**src/rtl/hazard_ctrl_if.sv**
```systemverilog
// Pipeline-to-hazard-unit signal bundle: stage register numbers and enables in,
// stall/flush/forward controls and the stall performance counter out.
interface hazard_ctrl_if #(
    parameter int CNT_W = 32
);
    logic [4:0]       RsD, RtD, RsE, RtE;
    logic [4:0]       WriteRegE, WriteRegM, WriteRegW;
    logic             RegWriteE, RegWriteM, RegWriteW;
    logic             MemtoRegE, MemtoRegM;
    logic             BranchD, PCSrcD, MultStartE;
    logic             StallF, StallD, StallE;
    logic             FlushD, FlushE, FlushM;
    logic             ForwardAD, ForwardBD;
    logic [1:0]       ForwardAE, ForwardBE;
    logic             MultDoneE;
    logic [CNT_W-1:0] StallCnt;

    modport master (
        output RsD, RtD, RsE, RtE, WriteRegE, WriteRegM, WriteRegW,
               RegWriteE, RegWriteM, RegWriteW, MemtoRegE, MemtoRegM,
               BranchD, PCSrcD, MultStartE,
        input  StallF, StallD, StallE, FlushD, FlushE, FlushM,
               ForwardAD, ForwardBD, ForwardAE, ForwardBE, MultDoneE, StallCnt
    );

    modport slave (
        input  RsD, RtD, RsE, RtE, WriteRegE, WriteRegM, WriteRegW,
               RegWriteE, RegWriteM, RegWriteW, MemtoRegE, MemtoRegM,
               BranchD, PCSrcD, MultStartE,
        output StallF, StallD, StallE, FlushD, FlushE, FlushM,
               ForwardAD, ForwardBD, ForwardAE, ForwardBE, MultDoneE, StallCnt
    );
endinterface

```
**src/rtl/hazard_ctrl.sv**
```systemverilog
// Hazard controller for the 5-stage MIPS core: forwarding selects, load-use and
// branch stalls, control flushes, MULT/DIV sequencing and a saturating stall counter.
//   state | meaning
//   IDLE  | no multi-cycle op in flight; a MultStartE here stalls and loads cnt
//   BUSY  | MULT/DIV still computing; cnt counts down to the terminal value 1
module hazard_ctrl #(
    parameter int MULT_LAT = 4,
    parameter int CNT_W    = 32
) (
    input logic          CLK,
    input logic          RST,
    hazard_ctrl_if.slave hz
);
    typedef enum logic {IDLE, BUSY} state_t;

    state_t           state;
    logic [3:0]       cnt;
    logic             done_q;
    logic [CNT_W-1:0] stall_cnt;

    logic       lwstall, brstall, mstall, stall_fd;
    logic       e_hit, m_hit;
    logic [1:0] fwd_ae, fwd_be;

    always_comb begin
        fwd_ae = 2'b00;
        if (hz.RegWriteM && hz.WriteRegM != 5'd0 && hz.WriteRegM == hz.RsE)
            fwd_ae = 2'b10;
        else if (hz.RegWriteW && hz.WriteRegW != 5'd0 && hz.WriteRegW == hz.RsE)
            fwd_ae = 2'b01;
    end

    always_comb begin
        fwd_be = 2'b00;
        if (hz.RegWriteM && hz.WriteRegM != 5'd0 && hz.WriteRegM == hz.RtE)
            fwd_be = 2'b10;
        else if (hz.RegWriteW && hz.WriteRegW != 5'd0 && hz.WriteRegW == hz.RtE)
            fwd_be = 2'b01;
    end

    assign e_hit = hz.WriteRegE != 5'd0 &&
                   (hz.WriteRegE == hz.RsD || hz.WriteRegE == hz.RtD);
    assign m_hit = hz.WriteRegM != 5'd0 &&
                   (hz.WriteRegM == hz.RsD || hz.WriteRegM == hz.RtD);

    assign lwstall  = hz.MemtoRegE && e_hit;
    assign brstall  = hz.BranchD && ((hz.RegWriteE && e_hit) || (hz.MemtoRegM && m_hit));
    assign mstall   = (state == IDLE && hz.MultStartE) || state == BUSY;
    assign stall_fd = mstall || lwstall || brstall;

    // Reset forces a clean pipeline: nothing held, every stage register cleared.
    assign hz.StallF    = ~RST & stall_fd;
    assign hz.StallD    = ~RST & stall_fd;
    assign hz.StallE    = ~RST & mstall;
    assign hz.FlushM    =  RST | mstall;
    assign hz.FlushE    =  RST | (~mstall & (lwstall | brstall));
    assign hz.FlushD    =  RST | (hz.PCSrcD & ~stall_fd);
    assign hz.ForwardAE = RST ? 2'b00 : fwd_ae;
    assign hz.ForwardBE = RST ? 2'b00 : fwd_be;
    assign hz.ForwardAD = ~RST & hz.RegWriteM & (hz.RsD != 5'd0) & (hz.RsD == hz.WriteRegM);
    assign hz.ForwardBD = ~RST & hz.RegWriteM & (hz.RtD != 5'd0) & (hz.RtD == hz.WriteRegM);
    assign hz.MultDoneE = ~RST & done_q;
    assign hz.StallCnt  = stall_cnt;

    always_ff @(posedge CLK) begin
        if (RST) begin
            state     <= IDLE;
            cnt       <= 4'd0;
            done_q    <= 1'b0;
            stall_cnt <= '0;
        end else begin
            done_q <= 1'b0;
            case (state)
                IDLE: begin
                    if (hz.MultStartE) begin
                        cnt <= 4'(MULT_LAT - 2);
                        if (MULT_LAT > 2) state  <= BUSY;
                        else              done_q <= 1'b1;
                    end
                end
                BUSY: begin
                    cnt <= cnt - 4'd1;
                    if (cnt == 4'd1) begin
                        state  <= IDLE;
                        done_q <= 1'b1;
                    end
                end
                default: state <= IDLE;
            endcase
            if (stall_fd && stall_cnt != '1)
                stall_cnt <= stall_cnt + 1'b1;
        end
    end
endmodule

```
**src/flat_wrapper.sv**
```systemverilog
// flat-port wrapper written by rule: the top's interface ports become plain ports
module hazard_ctrl_flat 
#(
    parameter int MULT_LAT = 4,
    parameter int CNT_W    = 32
)
  (CLK, RST, hz_RsD, hz_RtD, hz_RsE, hz_RtE, hz_WriteRegE, hz_WriteRegM, hz_WriteRegW, hz_RegWriteE, hz_RegWriteM, hz_RegWriteW, hz_MemtoRegE, hz_MemtoRegM, hz_BranchD, hz_PCSrcD, hz_MultStartE, hz_StallF, hz_StallD, hz_StallE, hz_FlushD, hz_FlushE, hz_FlushM, hz_ForwardAD, hz_ForwardBD, hz_ForwardAE, hz_ForwardBE, hz_MultDoneE, hz_StallCnt);
  hazard_ctrl_if #(.CNT_W(CNT_W)) hz_i ();
  input logic CLK;
  input logic RST;
  input wire logic [$bits(hz_i.RsD)-1:0] hz_RsD;
  input wire logic [$bits(hz_i.RtD)-1:0] hz_RtD;
  input wire logic [$bits(hz_i.RsE)-1:0] hz_RsE;
  input wire logic [$bits(hz_i.RtE)-1:0] hz_RtE;
  input wire logic [$bits(hz_i.WriteRegE)-1:0] hz_WriteRegE;
  input wire logic [$bits(hz_i.WriteRegM)-1:0] hz_WriteRegM;
  input wire logic [$bits(hz_i.WriteRegW)-1:0] hz_WriteRegW;
  input wire logic [$bits(hz_i.RegWriteE)-1:0] hz_RegWriteE;
  input wire logic [$bits(hz_i.RegWriteM)-1:0] hz_RegWriteM;
  input wire logic [$bits(hz_i.RegWriteW)-1:0] hz_RegWriteW;
  input wire logic [$bits(hz_i.MemtoRegE)-1:0] hz_MemtoRegE;
  input wire logic [$bits(hz_i.MemtoRegM)-1:0] hz_MemtoRegM;
  input wire logic [$bits(hz_i.BranchD)-1:0] hz_BranchD;
  input wire logic [$bits(hz_i.PCSrcD)-1:0] hz_PCSrcD;
  input wire logic [$bits(hz_i.MultStartE)-1:0] hz_MultStartE;
  output wire logic [$bits(hz_i.StallF)-1:0] hz_StallF;
  output wire logic [$bits(hz_i.StallD)-1:0] hz_StallD;
  output wire logic [$bits(hz_i.StallE)-1:0] hz_StallE;
  output wire logic [$bits(hz_i.FlushD)-1:0] hz_FlushD;
  output wire logic [$bits(hz_i.FlushE)-1:0] hz_FlushE;
  output wire logic [$bits(hz_i.FlushM)-1:0] hz_FlushM;
  output wire logic [$bits(hz_i.ForwardAD)-1:0] hz_ForwardAD;
  output wire logic [$bits(hz_i.ForwardBD)-1:0] hz_ForwardBD;
  output wire logic [$bits(hz_i.ForwardAE)-1:0] hz_ForwardAE;
  output wire logic [$bits(hz_i.ForwardBE)-1:0] hz_ForwardBE;
  output wire logic [$bits(hz_i.MultDoneE)-1:0] hz_MultDoneE;
  output wire logic [$bits(hz_i.StallCnt)-1:0] hz_StallCnt;
  assign hz_i.RsD = hz_RsD;
  assign hz_i.RtD = hz_RtD;
  assign hz_i.RsE = hz_RsE;
  assign hz_i.RtE = hz_RtE;
  assign hz_i.WriteRegE = hz_WriteRegE;
  assign hz_i.WriteRegM = hz_WriteRegM;
  assign hz_i.WriteRegW = hz_WriteRegW;
  assign hz_i.RegWriteE = hz_RegWriteE;
  assign hz_i.RegWriteM = hz_RegWriteM;
  assign hz_i.RegWriteW = hz_RegWriteW;
  assign hz_i.MemtoRegE = hz_MemtoRegE;
  assign hz_i.MemtoRegM = hz_MemtoRegM;
  assign hz_i.BranchD = hz_BranchD;
  assign hz_i.PCSrcD = hz_PCSrcD;
  assign hz_i.MultStartE = hz_MultStartE;
  assign hz_StallF = hz_i.StallF;
  assign hz_StallD = hz_i.StallD;
  assign hz_StallE = hz_i.StallE;
  assign hz_FlushD = hz_i.FlushD;
  assign hz_FlushE = hz_i.FlushE;
  assign hz_FlushM = hz_i.FlushM;
  assign hz_ForwardAD = hz_i.ForwardAD;
  assign hz_ForwardBD = hz_i.ForwardBD;
  assign hz_ForwardAE = hz_i.ForwardAE;
  assign hz_ForwardBE = hz_i.ForwardBE;
  assign hz_MultDoneE = hz_i.MultDoneE;
  assign hz_StallCnt = hz_i.StallCnt;
  hazard_ctrl #(.MULT_LAT(MULT_LAT), .CNT_W(CNT_W)) u_core (.CLK(CLK), .RST(RST), .hz(hz_i));
endmodule
```
**config.mk**
```make
export PLATFORM = sky130hd
export DESIGN_NAME = hazard_ctrl_flat
export DESIGN_NICKNAME = d
export VERILOG_FILES = /design/src/rtl/hazard_ctrl_if.sv /design/src/rtl/hazard_ctrl.sv /design/src/flat_wrapper.sv
export SDC_FILE = /design/constraint.sdc
export NUM_CORES = 1
export LEC_CHECK = 0
export ABC_AREA = 1
export BUFFER_PORTS_ARGS = -buffer_cell sky130_fd_sc_hd__buf_4
export CAP_MARGIN = 15
export CORE_MARGIN = 2
export CORE_UTILIZATION = 40
export DETAILED_ROUTE_END_ITERATION = 12
export GPL_TIMING_DRIVEN = 0
export HOLD_SLACK_MARGIN = 0.08
export PLACE_DENSITY = 0.67
export SETUP_SLACK_MARGIN = 0.4
export SYNTH_ARGS = -nofsm -noshare
export SYNTH_HDL_FRONTEND = slang
export SYNTH_SLANG_ARGS = --single-unit
export TNS_END_PERCENT = 20
```
**constraint.sdc**
```tcl
create_clock -name CLK -period 1.6 [get_ports CLK]
set_input_delay 0.08 -clock CLK [delete_from_list [all_inputs] [get_ports CLK]]
set_output_delay 0.08 -clock CLK [all_outputs]
set_load 0.03 [all_outputs]
```
### Word level (Yosys, flattened, before mapping)

Cells that the tools add are included.

* register bits: 38
* output and inout bits: 45
* word-level logic and storage cells: 75

* $add $sub $neg: 2
* equal/unequal tests: 13
* multiplexer cells: 13
* bitwise gates (word level): 18
* reductions and logical operators: 25

Operators with widths (count)
* equality test 5 bit: 10
* adder 32 x 1 -> 32 bit (second input constant): 1
* != test 32 bit (second input constant): 1
* nonzero test 5 bit: 5
* logical AND 1 bit: 14
* bitwise AND 1 bit: 10
* two-way mux 2 bit: 4
* case mux 4 bit (2 select lines): 1
* logical OR 1 bit: 6
* two-way mux 1 bit: 5
* equality test 4 x 1 -> 1 bit (second input constant): 1
* two-way mux 4 bit: 1
* inverter 1 bit: 4
* bitwise OR 1 bit: 4
* case mux 1 bit (2 select lines): 2
* subtractor 4 x 1 -> 4 bit (second input constant): 1
* != test 2 bit (second input constant): 1

### Logic depth before layout (Yosys ltp)

Gate-level depths: netlist of the first run.

* depth after elaboration: 10
* depth in mapped cells: 14

### Worst setup path before layout of the first run

Ideal clock, no wire load.

* path type: register to register
* from: reg u_core.stall_cnt[0] (netlist: u_core.hz.StallCnt[0])
* to: reg u_core.stall_cnt[3] (netlist: u_core.hz.StallCnt[3])
* setup time: 0.116 ns
* arrival: 1.848 ns
* required time: 1.484 ns
* slack: -0.364 ns
* cell stages (with the launch flop): 14
* period minus slack after synthesis: 1.964 ns
* path through: dfxtp_1 ha_1 nand2_1 nor2_1 nand3_2 nor2_4 nand2_2 nor2_4 nand2_4 buf_6 nand2_1 inv_1 a21oi_1 nor2_1

* longest elaborated chain between the ends: 2
* elaborated cells between the ends (all ways): 3
* classes of those cells: add/sub: 1; eq/ne: 1; reduce/logical: 1

RTL lines
* start: declaration: line hazard_ctrl.sv:19 `logic [CNT_W-1:0] stall_cnt;`
* start signal: assignment: line hazard_ctrl.sv:91 `stall_cnt <= stall_cnt + 1'b1;`
* parallel branches: the longest is 2 deep, another holds adder 32 x 1 -> 32 bit

Parallel ways; which one is timed is not known.
A chain may end at the register's enable or synchronous reset.

### Worst setup path in the final report of the first run

* from: reg u_core.stall_cnt[15] (netlist: u_core.hz.StallCnt[15])
* to: reg u_core.stall_cnt[29] (netlist: u_core.hz.StallCnt[29])

Same word-level chain as after synthesis.

==> impl_metrics.tcl, run 1 <==
set metrics [dict create \
    clock-sinks 38 \
    hpwlAfterDp_um 6540 \
    critPathArrivalTime_ns 1.94 \
    register_area_um2 779 \
    hold_path_depth 4 \
    cp_slowest_cell "dfxtp_2" \
    synth_top_area_share_pct 25.5 \
    grt_max_degree 13 \
    tightestPinTransition_ns 0.615 \
    path_max_fanout 8 \
    wire_per_inst_um 12.3 \
    coreArea_mm2 0.00725 \
    die_width_um 90.4 \
    num_antenna_cells 0 \
    start_util_pct 41.2 \
    die-area_mm2 0.00817 \
    cts_hold_buf 0 \
    crit_path_end_kind "flop" \
    grt_pass1_vias 3231 \
    max_stage_delay_ns 0.39 \
    ys_seq_area_share_pct 25.5 \
    setup_violations 32 \
    grt_pass1_wl_um 14200 \
    antenna_found_initial 0 \
    synth_area_leaders "dfxtp_1 (25%), nand2_1 (16%), nor2_1 (11%)" \
    fin_crit_sh_pct 109 \
    min_period_ns 1.75 \
    final_nets 654 \
    num_vias 3531 \
    synth.most_common_cell "nand2_1" \
    area_growth_pct 44.8 \
    yosysWarnings 0 \
    drive_gt1_share_pct 35.4 \
    syn_area_mm2 0.00299 \
    worst_hold_slack_ns 0.127 \
    yosysTopAreaCell "dfxtp_1" \
    synth_top_cells_by_count "nand2_1 (125), nor2_1 (85), inv_1 (72)" \
    leakage_nw 2.11 \
    worstSkewPairLatency_ns 0.30 \
    cts_tree "yes" \
    place.gp.congestion 0.881 \
    final_hold_viol_count 0 \
    ff2ff_setup_slack_ns -0.15 \
    maxSlewHeadroom_pct 59.0 \
    hp-start "hz_MultStartE" \
    dr.pass1.iters 4 \
    cts_max_level 2 \
    dieHeight_um 90.4 \
    cts_root_buf "clkbuf_8" \
    path_cells "nand2_1 -> nor2_2 -> and2_1 -> nand2_4 -> nor2_4 -> nand2_4 -> nand3_1 -> nor2_1 -> a21oi_1 -> nor2_1" \
    reg2reg_to "u_core.hz.StallCnt[29]$_SDFFE_PP0P_" \
    final.setup.worst_slack_ns -0.145 \
    final_util_pct 59.6 \
    power.density_mw_per_mm2 539 \
    ant_nets 0 \
    ir_drop_v 0.000282 \
    fillers 707 \
    cts.clk_slew.worst_paths_ns 0.08 \
    syn_area_per_cell_um2 5.90 \
    rows 31 \
    outcome "finished with violations" \
    drv_cap 0 \
    hold_path.class "input port to flop" \
    hold_path_end "u_core.cnt[3]$_SDFFE_PP0P_" \
    clock_path_buffers 2 \
    slew_violations 0 \
    fmax_ghz 0.573 \
    r2r_cells 10 \
    syn_nets 554 \
    drt_iter0_markers 202 \
    critPathRequiredTime_ns 1.80 \
    synth_flop_cell "dfxtp_1" \
    skew_ns 0.0112 \
    crit_type "flop to flop" \
    cts_made_buffers 5 \
    synthCells 506 \
    io_pins 90 \
    multi_input_area_mm2 0.00215 \
    synth.distinct_cells 35 \
    failed_checks "setup timing" \
    grt_remaining_overflow 0 \
    synth-seq-cells 38 \
    rr_startpoint "u_core.hz.StallCnt[15]$_SDFFE_PP0P_" \
    drt_drc_violations_left 0 \
    synth_edf_count 0 \
    critPathLaunchType "flop" \
    rsz0062_at_grt "yes" \
    async_flop_share_pct 0 \
    track_usage_pct 20.6 \
    wl_um 8710 \
    vias_per_cell 5.00 \
    io_buffers 87 \
]
worst max-delay path, delay by kind of cell (launching register included):
family / cells / cell delay, ns
simple gates: 9 / 1.12
compound gates: 1 / 0.15
flops: 1 / 0.39
layout make-up:
cell class | instances | area share (%)
tap | 99 | 2.86
sequential | 38 | 18.0
buffer | 14 | 3.41
timing repair buffer | 93 | 17.0
multi-input combinational | 378 | 49.6
clock buffer | 6 | 1.91
clock inverter | 2 | 0.289
inverter | 76 | 6.83
layout by cell type, fill, tap and decap left out, types with 2 or more instances in the layout:
cell type and instances:
a21oi_2 9, dfxtp_4 2, a21oi_1 29, inv_2 14
nand3_2 18, nand2_4 6, ha_1 2, nand2_1 115
buf_8 2, buf_4 82, nor3_2 2, clkbuf_8 6
nor4_1 2, nand4_1 9, nor2_4 6, nand2_2 10
xnor2_1 7, nor4_4 2, inv_1 58, nor2_1 73
buf_6 17, o22ai_1 2, nor3_1 9, nor2_2 9
dfxtp_1 27, buf_2 2, nand3_1 42, dfxtp_2 9
xor2_1 11, inv_4 4
where the power goes:
part | switching, mW | internal (mW) | total [mW]
registers | 0.0239 | 0.966 | 0.990
logic | 0.360 | 0.279 | 0.639
clock network | 0.354 | 0.347 | 0.701
total | 0.739 | 1.59 | 2.33
worst max path at each step:
stage	startpoint	endpoint	slack, ns	depth (start not counted)
after floorplan	u_core.hz.StallCnt[1]$_SDFFE_PP0P_	u_core.hz.StallCnt[3]$_SDFFE_PP0P_	-0.15	13
after global placement	u_core.hz.StallCnt[0]$_SDFFE_PP0P_	u_core.hz.StallCnt[22]$_SDFFE_PP0P_	-0.31	12
after detailed placement	u_core.hz.StallCnt[0]$_SDFFE_PP0P_	u_core.hz.StallCnt[22]$_SDFFE_PP0P_	-0.33	12
after CTS	u_core.hz.StallCnt[0]$_SDFFE_PP0P_	u_core.hz.StallCnt[6]$_SDFFE_PP0P_	-0.13	14
after global routing	u_core.hz.StallCnt[0]$_SDFFE_PP0P_	u_core.hz.StallCnt[26]$_SDFFE_PP0P_	-0.29	13
final	u_core.hz.StallCnt[15]$_SDFFE_PP0P_	u_core.hz.StallCnt[29]$_SDFFE_PP0P_	-0.15	10
flip-flops by register name (all words and copies together), names as in the netlist:
register and cells:
u_core.cnt 4, u_core.done_q 1, u_core.hz.StallCnt 32, u_core.state 1
repair_timing:
action | in CTS | in global routing
cloned | 1 | 0
endpoints found under the setup margin | 41 | 42
pin swaps | 42 | 34
resized for setup | 50 | 58
hold endpoints to repair | 0 | 0
setup buffers | 5 | 0
metrics by stage:
| stage | power [mW] | instance area, um^2 | std cells | setup TNS [ns] | setup slack [ns] |
|---|---|---|---|---|---|
| 2_1_floorplan | 1.34 | 3020 | 506 | -3.16 | -0.146 |
| 3_3_place_gp | 1.55 | 3800 | 692 | -6.25 | -0.306 |
| 3_5_place_dp | 1.56 | 3800 | 692 | -6.54 | -0.325 |
| 4_1_cts | 2.29 | 4110 | 706 | -2.99 | -0.135 |
| 5_1_grt | 2.44 | 4330 | 706 | -7.04 | -0.285 |
| 6_report | 2.33 | 4330 | 706 | -2.89 | -0.145 |
cell families after synthesis:
kind of cell | count (synthesis) | share of synthesized area, %
simple gates | 309 | 45.8
buf+inv | 90 | 13.3
compound gates | 47 | 8.59
flops | 38 | 25.5
xor+xnor | 19 | 5.57
fa+ha+maj | 3 | 1.26
per-layer routing:
| metal | global-route usage (%) | routed length, um | up-vias |
|---|---|---|---|
| li1 | - | - | 1812 |
| met1 | 24.7 | 3750 | 1601 |
| met2 | 36.8 | 4350 | 104 |
| met3 | 3.84 | 444 | 14 |
| met4 | 6.92 | 161 | 0 |
| met5 | 0 | 0 | - |
(Power assumes the default switching activity.)
==> inputs of run 2 (changes only) <==
Settings changed: PLACE_DENSITY 0.67 to 0.65.
Clock period 1.6 ns to 1.8 ns, I/O delays scaled along.
==> run 2 against run 1 <==
Against the previous run: wire length is 1.5% lower; the flow now finishes without violations; critical path depth rose by 4; hold slack worse by 0.0048 ns; clock skew decreased by 0.0036 ns.
==> impl_metrics.tcl, run 2 (same netlist as run 1, synthesis figures left out) <==
set metrics [dict create \
    outcome "complete, no violations" \
    die-area_mm2 0.00817 \
    netSwitchingPower_mw 0.628 \
    max_stage_delay_ns 0.37 \
    fin_crit_sh_pct 99.6 \
    rr_startpoint "u_core.hz.StallCnt[0]$_SDFFE_PP0P_" \
    power.density_mw_per_mm2 482 \
    dr.pass1.iters 4 \
    maxSlewHeadroom_pct 66.3 \
    cp.depth 14 \
    placed_cells 692 \
    fin_tns_setup_ns 0 \
    worstSkewPairLatency_ns 0.29 \
    critPathRequiredTime_ns 2.03 \
    pwr-share-seq_pct 43.3 \
    track_usage_pct 21.4 \
    switching_share_pct 30.9 \
    intPower_mw 1.40 \
    antenna_found_initial 0 \
    slew_violations 0 \
    cts_hold_buf 0 \
    largest_register_ffs 32 \
    clock_path_buffers 2 \
    grt_max_degree 12 \
    wl_um 8570 \
    grt_pass1_vias 3262 \
    io_buffers 87 \
    wire_per_inst_um 12.1 \
    rows 31 \
    crit_path_start "u_core.hz.StallCnt[0]$_SDFFE_PP0P_" \
    drt_drc_violations_left 0 \
    setup_violations 0 \
    num_antenna_cells 0 \
    critPathLaunchType "flop" \
    cts_made_buffers 5 \
    skew_ns 0.00766 \
    cts_tree "yes" \
    min_period_ns 1.79 \
    drive_gt1_share_pct 33.1 \
    cp_num_buf_inv 2 \
    r2r_cells 14 \
    crit_end "u_core.hz.StallCnt[6]$_SDFFE_PP0P_" \
    final_hold_viol_count 0 \
    cp_common_cell "nor2_4" \
    drv_cap 0 \
    p_clk_share_pct 30.6 \
    design_area_mm2 0.00421 \
    cp_slowest_cell "dfxtp_4" \
    grt_remaining_overflow 0 \
    combinationalPowerShare_pct 26.2 \
    place.gp.congestion 0.890 \
    vias_per_cell 4.88 \
    path_cells "ha_4 -> nand2_4 -> nor2_4 -> nand3_2 -> nor2_4 -> nand2_2 -> nor2_4 -> nand2_4 -> buf_6 -> nand2_2 -> inv_2 -> nand3_1 -> nand2_1 -> nor2_1" \
    ir_drop_v 0.000228 \
    start_util_pct 41.2 \
    power.total_mw 2.03 \
    stdcell_count 710 \
    final_nets 658 \
    cts_max_level 2 \
    crit_path_end_kind "flop" \
    ant_nets 0 \
    grt_pass1_wl_um 14600 \
    crit_type "flop to flop" \
    die_width_um 90.4 \
    critPathArrivalTime_ns 2.02 \
    cts_root_buf "clkbuf_8" \
    path_max_fanout 8 \
    critPathTopFamily "simple AND/OR/NAND/NOR gates" \
    num_vias 3466 \
    leakage_nw 2.10 \
    ff2ff_setup_slack_ns 0.007 \
    hpwlAfterDp_um 6630 \
    fmax_ghz 0.558 \
    fillers 749 \
    final_cell_mix "nand2_1 (117), buf_4 (93), nor2_1 (73)" \
    area_growth_pct 41.0 \
    hp-start "hz_MultStartE" \
    io_pins 90 \
    postPlaceCellArea_mm2 0.00380 \
    coreArea_mm2 0.00725 \
    cts.clk_slew.worst_paths_ns 0.08 \
    clock-sinks 38 \
    tightestPinTransition_ns 0.505 \
    layout.cells.most_common "nand2_1" \
    reg2reg_to "u_core.hz.StallCnt[6]$_SDFFE_PP0P_" \
    rsz0062_at_grt "yes" \
    drt_iter0_markers 127 \
    dieHeight_um 90.4 \
    hold_path.class "input port to flop" \
]
[run 2: changes by cell type in the layout (fill, tap and decap cells not counted), moves of 2 or more]
cell | previous run | this run
nand3_2 | 18 | 14
buf_8 | 2 | 0
nor2_2 | 9 | 6
buf_6 | 17 | 12
nand2_1 | 115 | 117
inv_4 | 4 | 1
nor4_4 | 2 | 0
nor2_4 | 6 | 9
nor3_2 | 2 | 0
nand3_1 | 42 | 46
buf_4 | 82 | 93
inv_1 | 58 | 62
[run 2: worst min-delay path by stage]
| stage | endpoint | slack [ns] | depth (start not counted) |
|---|---|---|---|
| 6_report | u_core.cnt[3]$_SDFFE_PP0P_ | 0.12 | 4 |
| 3_3_place_gp | u_core.cnt[3]$_SDFFE_PP0P_ | 0.40 | 4 |
| 2_1_floorplan | u_core.hz.StallCnt[19]$_SDFFE_PP0P_ | 0.27 | 3 |
| 5_1_grt | u_core.state$_SDFF_PP0_ | 0.15 | 3 |
| 4_1_cts | u_core.cnt[3]$_SDFFE_PP0P_ | 0.11 | 4 |
| 3_5_place_dp | u_core.cnt[3]$_SDFFE_PP0P_ | 0.42 | 4 |
[run 2: metrics by stage]
stage | hold slack, ns | setup slack (ns) | utilization, %
2_1_floorplan | 0.272 | 0.0539 | -
3_3_place_gp | 0.404 | -0.124 | 52.4
3_5_place_dp | 0.416 | -0.148 | 52.4
4_1_cts | 0.107 | 0.0507 | 56.0
5_1_grt | 0.149 | -0.120 | 58.1
6_report | 0.122 | 0.00694 | 58.1
[run 2: layout make-up]
type	instances	area [um^2]	area share (%)
buffer	14	119	2.82
clock buffer	7	86.3	2.05
clock inverter	1	5.00	0.119
inverter	76	288	6.83
multi-input combinational	378	2070	49.1
sequential	38	781	18.5
tap	99	124	2.94
timing repair buffer	97	741	17.6
[run 2: power by group through the flow]
stage / combinational, mW / sequential (mW) / clock [mW]
3_5_place_dp: 0.485 / 0.898 / 0
3_3_place_gp: 0.477 / 0.898 / 0
2_1_floorplan: 0.283 / 0.910 / 0
4_1_cts: 0.508 / 0.877 / 0.633
6_report: 0.532 / 0.878 / 0.620
5_1_grt: 0.588 / 0.881 / 0.663
[run 2: what timing repair did]
| item | 4_1_cts | 5_1_grt |
|---|---|---|
| resized for setup | 36 | 41 |
| setup endpoints to repair | 36 | 39 |
| setup buffers | 6 | 3 |
| pin swaps | 21 | 24 |
| cloned | 1 | 0 |
[run 2: metal layers]
metal / GRT usage (%) / part of all wire [%]
met3: 3.01 / 3.8
met1: 26.0 / 43
met4: 5.51 / 1.1
met2: 39.5 / 52
met5: 0 / 0
[run 2: tightest hold or removal path, cell delays in order]
cell,delay [ns]
buf_4,0.10
nand2_1,0.07
nand2_1,0.06
a21oi_1,0.05
==> inputs of run 3 (changes only) <==
Settings changed: ABC_AREA 1 to default, PLACE_DENSITY 0.65 to 0.66.
==> run 3 against run 2 <==
Against the previous run: the run now ends with setup timing left; core utilization increased by 6.0 points; register-to-register slack worse by 0.33 ns; global-route usage up 1.0 points; sequential share of layout area is 1.3 points higher; critical path depth down 6; sequential power decreased by 1%; hold slack better by 0.017 ns; first-iteration DRC count is 12% higher; final cell count is 24% lower; critical path type unchanged; critical endpoint is now u_core.hz.StallCnt[8]$_SDFFE_PP0P_.
==> impl_metrics.tcl, run 3 <==
set metrics [dict create \
    grt_remaining_overflow 0 \
    synth_edf_count 0 \
    fin_tns_setup_ns -6.61 \
    wl_um 8310 \
    num_vias 2973 \
    worstSkewPairLatency_ns 0.30 \
    synth.distinct_cells 43 \
    register_area_um2 807 \
    setup_violations 32 \
    syn_area_mm2 0.00264 \
    path_max_fanout 4 \
    tightestPinTransition_ns 0.622 \
    track_usage_pct 22.4 \
    final_hold_viol_count 0 \
    crit_path_end_kind "flop" \
    drt_drc_violations_left 0 \
    cts_made_buffers 5 \
    wire_per_inst_um 15.3 \
    antenna_found_initial 0 \
    ir_drop_v 0.000382 \
    layout.cells.most_common "buf_4" \
    dr.pass1.iters 4 \
    critPathRequiredTime_ns 1.99 \
    power.density_mw_per_mm2 495 \
    synth_flop_cell "dfxtp_1" \
    yosysTopAreaCell "dfxtp_1" \
    largest_register_ffs 32 \
    dieHeight_um 85.2 \
    synth.most_common_cell "dfxtp_1" \
    synth-seq-cells 38 \
    critPathLaunchType "flop" \
    start_util_pct 41.5 \
    ys_seq_area_share_pct 28.8 \
    cts.clk_slew.worst_paths_ns 0.08 \
    maxSlewHeadroom_pct 58.5 \
    hpwlAfterDp_um 5860 \
    coreArea_mm2 0.00635 \
    die-area_mm2 0.00726 \
    fin_crit_sh_pct 118 \
    failed_checks "setup timing" \
    final.setup.worst_slack_ns -0.325 \
    power.total_mw 2.01 \
    cts_tree "yes" \
    grt_pass1_wl_um 13200 \
    grt_pass1_vias 2822 \
    outcome "finished with violations" \
    vias_per_cell 5.49 \
    final_util_pct 64.0 \
    hold_path.class "input port to flop" \
    drt_iter0_markers 142 \
    worst_hold_slack_ns 0.139 \
    leakage_nw 1.60 \
    area_growth_pct 54.2 \
    async_flop_share_pct 0 \
    rows 29 \
    multi_input_area_mm2 0.00192 \
    drv_cap 0 \
    cts_max_level 2 \
    synth_area_leaders "dfxtp_1 (29%), xnor2_1 (7.3%), xor2_1 (6.3%)" \
    fillers 553 \
    crit_type "flop to flop" \
    final_cell_mix "buf_4 (108), nor2_1 (26), a21oi_1 (23)" \
    syn_area_per_cell_um2 7.71 \
    io_pins 90 \
    slew_violations 0 \
    synth_top_area_share_pct 28.8 \
    ant_nets 0 \
    min_period_ns 2.12 \
    cts_hold_buf 0 \
    syn_nets 390 \
    clock_path_buffers 2 \
    clock-sinks 38 \
    num_antenna_cells 0 \
    synth_top_cells_by_count "dfxtp_1 (38), nor2_1 (30), a21oi_1 (25)" \
    skew_ns 0.00573 \
    cts_root_buf "clkbuf_8" \
    synthCells 342 \
    critPathArrivalTime_ns 2.31 \
    yosysWarnings 0 \
    grt_max_degree 13 \
    die_width_um 85.2 \
    rsz0062_at_grt "yes" \
    io_buffers 84 \
    place.gp.congestion 0.805 \
    final_nets 512 \
    drive_gt1_share_pct 42.2 \
    fmax_ghz 0.471 \
]
==> run 3: repair_timing <==
| item | 4_1_cts | 5_1_grt |
|---|---|---|
| gates resized for setup | 47 | 28 |
| pin swaps | 27 | 23 |
| buffers inserted | 22 | 9 |
| endpoints found under the hold margin | 0 | 0 |
| setup endpoints to repair | 42 | 43 |
==> run 3: power by group <==
group / internal [mW] / switching [mW]
Clock: 0.309 / 0.327
Sequential: 0.846 / 0.0191
Combinational: 0.246 / 0.264
Total: 1.40 / 0.610
==> run 3: path summary, 6_finish.rpt <==
kind                                                            end  slack, ns                                start  cells after the start
worst max-delay path             u_core.hz.StallCnt[8]$_SDFFE_PP0P_      -0.32   u_core.hz.StallCnt[3]$_SDFFE_PP0P_                      8
worst min-delay path             u_core.hz.StallCnt[0]$_SDFFE_PP0P_       0.14                                  RST                      3
worst max register to register   u_core.hz.StallCnt[8]$_SDFFE_PP0P_      -0.32   u_core.hz.StallCnt[3]$_SDFFE_PP0P_                      8
worst min register to register  u_core.hz.StallCnt[21]$_SDFFE_PP0P_       0.50  u_core.hz.StallCnt[21]$_SDFFE_PP0P_                      2
==> run 3: layout make-up <==
type	count	area share, %
clock inverters	2	0.277
well taps	77	2.37
repair buffers	115	22.3
clock buffers	6	2.03
multi-input cells	276	47.2
flip-flops and latches	38	19.8
inverters	6	0.646
plain buffers	22	5.32
==> run 3: critical path: stages (launching register included) <==
cell and delay (ns):
dfxtp_4 0.37, nand4_4 0.12, nor4_4 0.34, nand3_2 0.14
or3_1 0.34, buf_6 0.15, buf_6 0.12, and3_4 0.16
mux2_4 0.28
==> run 3: stage by stage <==
step	setup slack (ns)	area (um^2)	cells
6_report	-0.325	4070	542
5_1_grt	-0.478	4070	542
4_1_cts	-0.312	3880	533
3_5_place_dp	-0.582	3430	503
3_3_place_gp	-0.571	3430	503
2_1_floorplan	-0.378	2710	342
==> run 3: routing by layer <==
metal	up-vias	wire length, um	track usage, %
li1	1466	-	-
met1	1400	3480	28.5
met2	99	4150	39.1
met3	8	590	4.09
met4	0	86	5.77
met5	-	0	0
==> run 3: logic make-up (layout without fill, tap and decap cells) <==
kind of cell	count (synthesis)	in the layout	synth area share, %
buffers and inverters	28	151	4.79
multiplexers	9	9	3.94
adder cells (fa/ha/maj)	3	3	1.42
AND/OR/NAND/NOR	166	166	34.5
XOR/XNOR	41	41	13.6
flip-flops	38	38	28.8
AO/OA/AOI/OAI	57	57	12.9
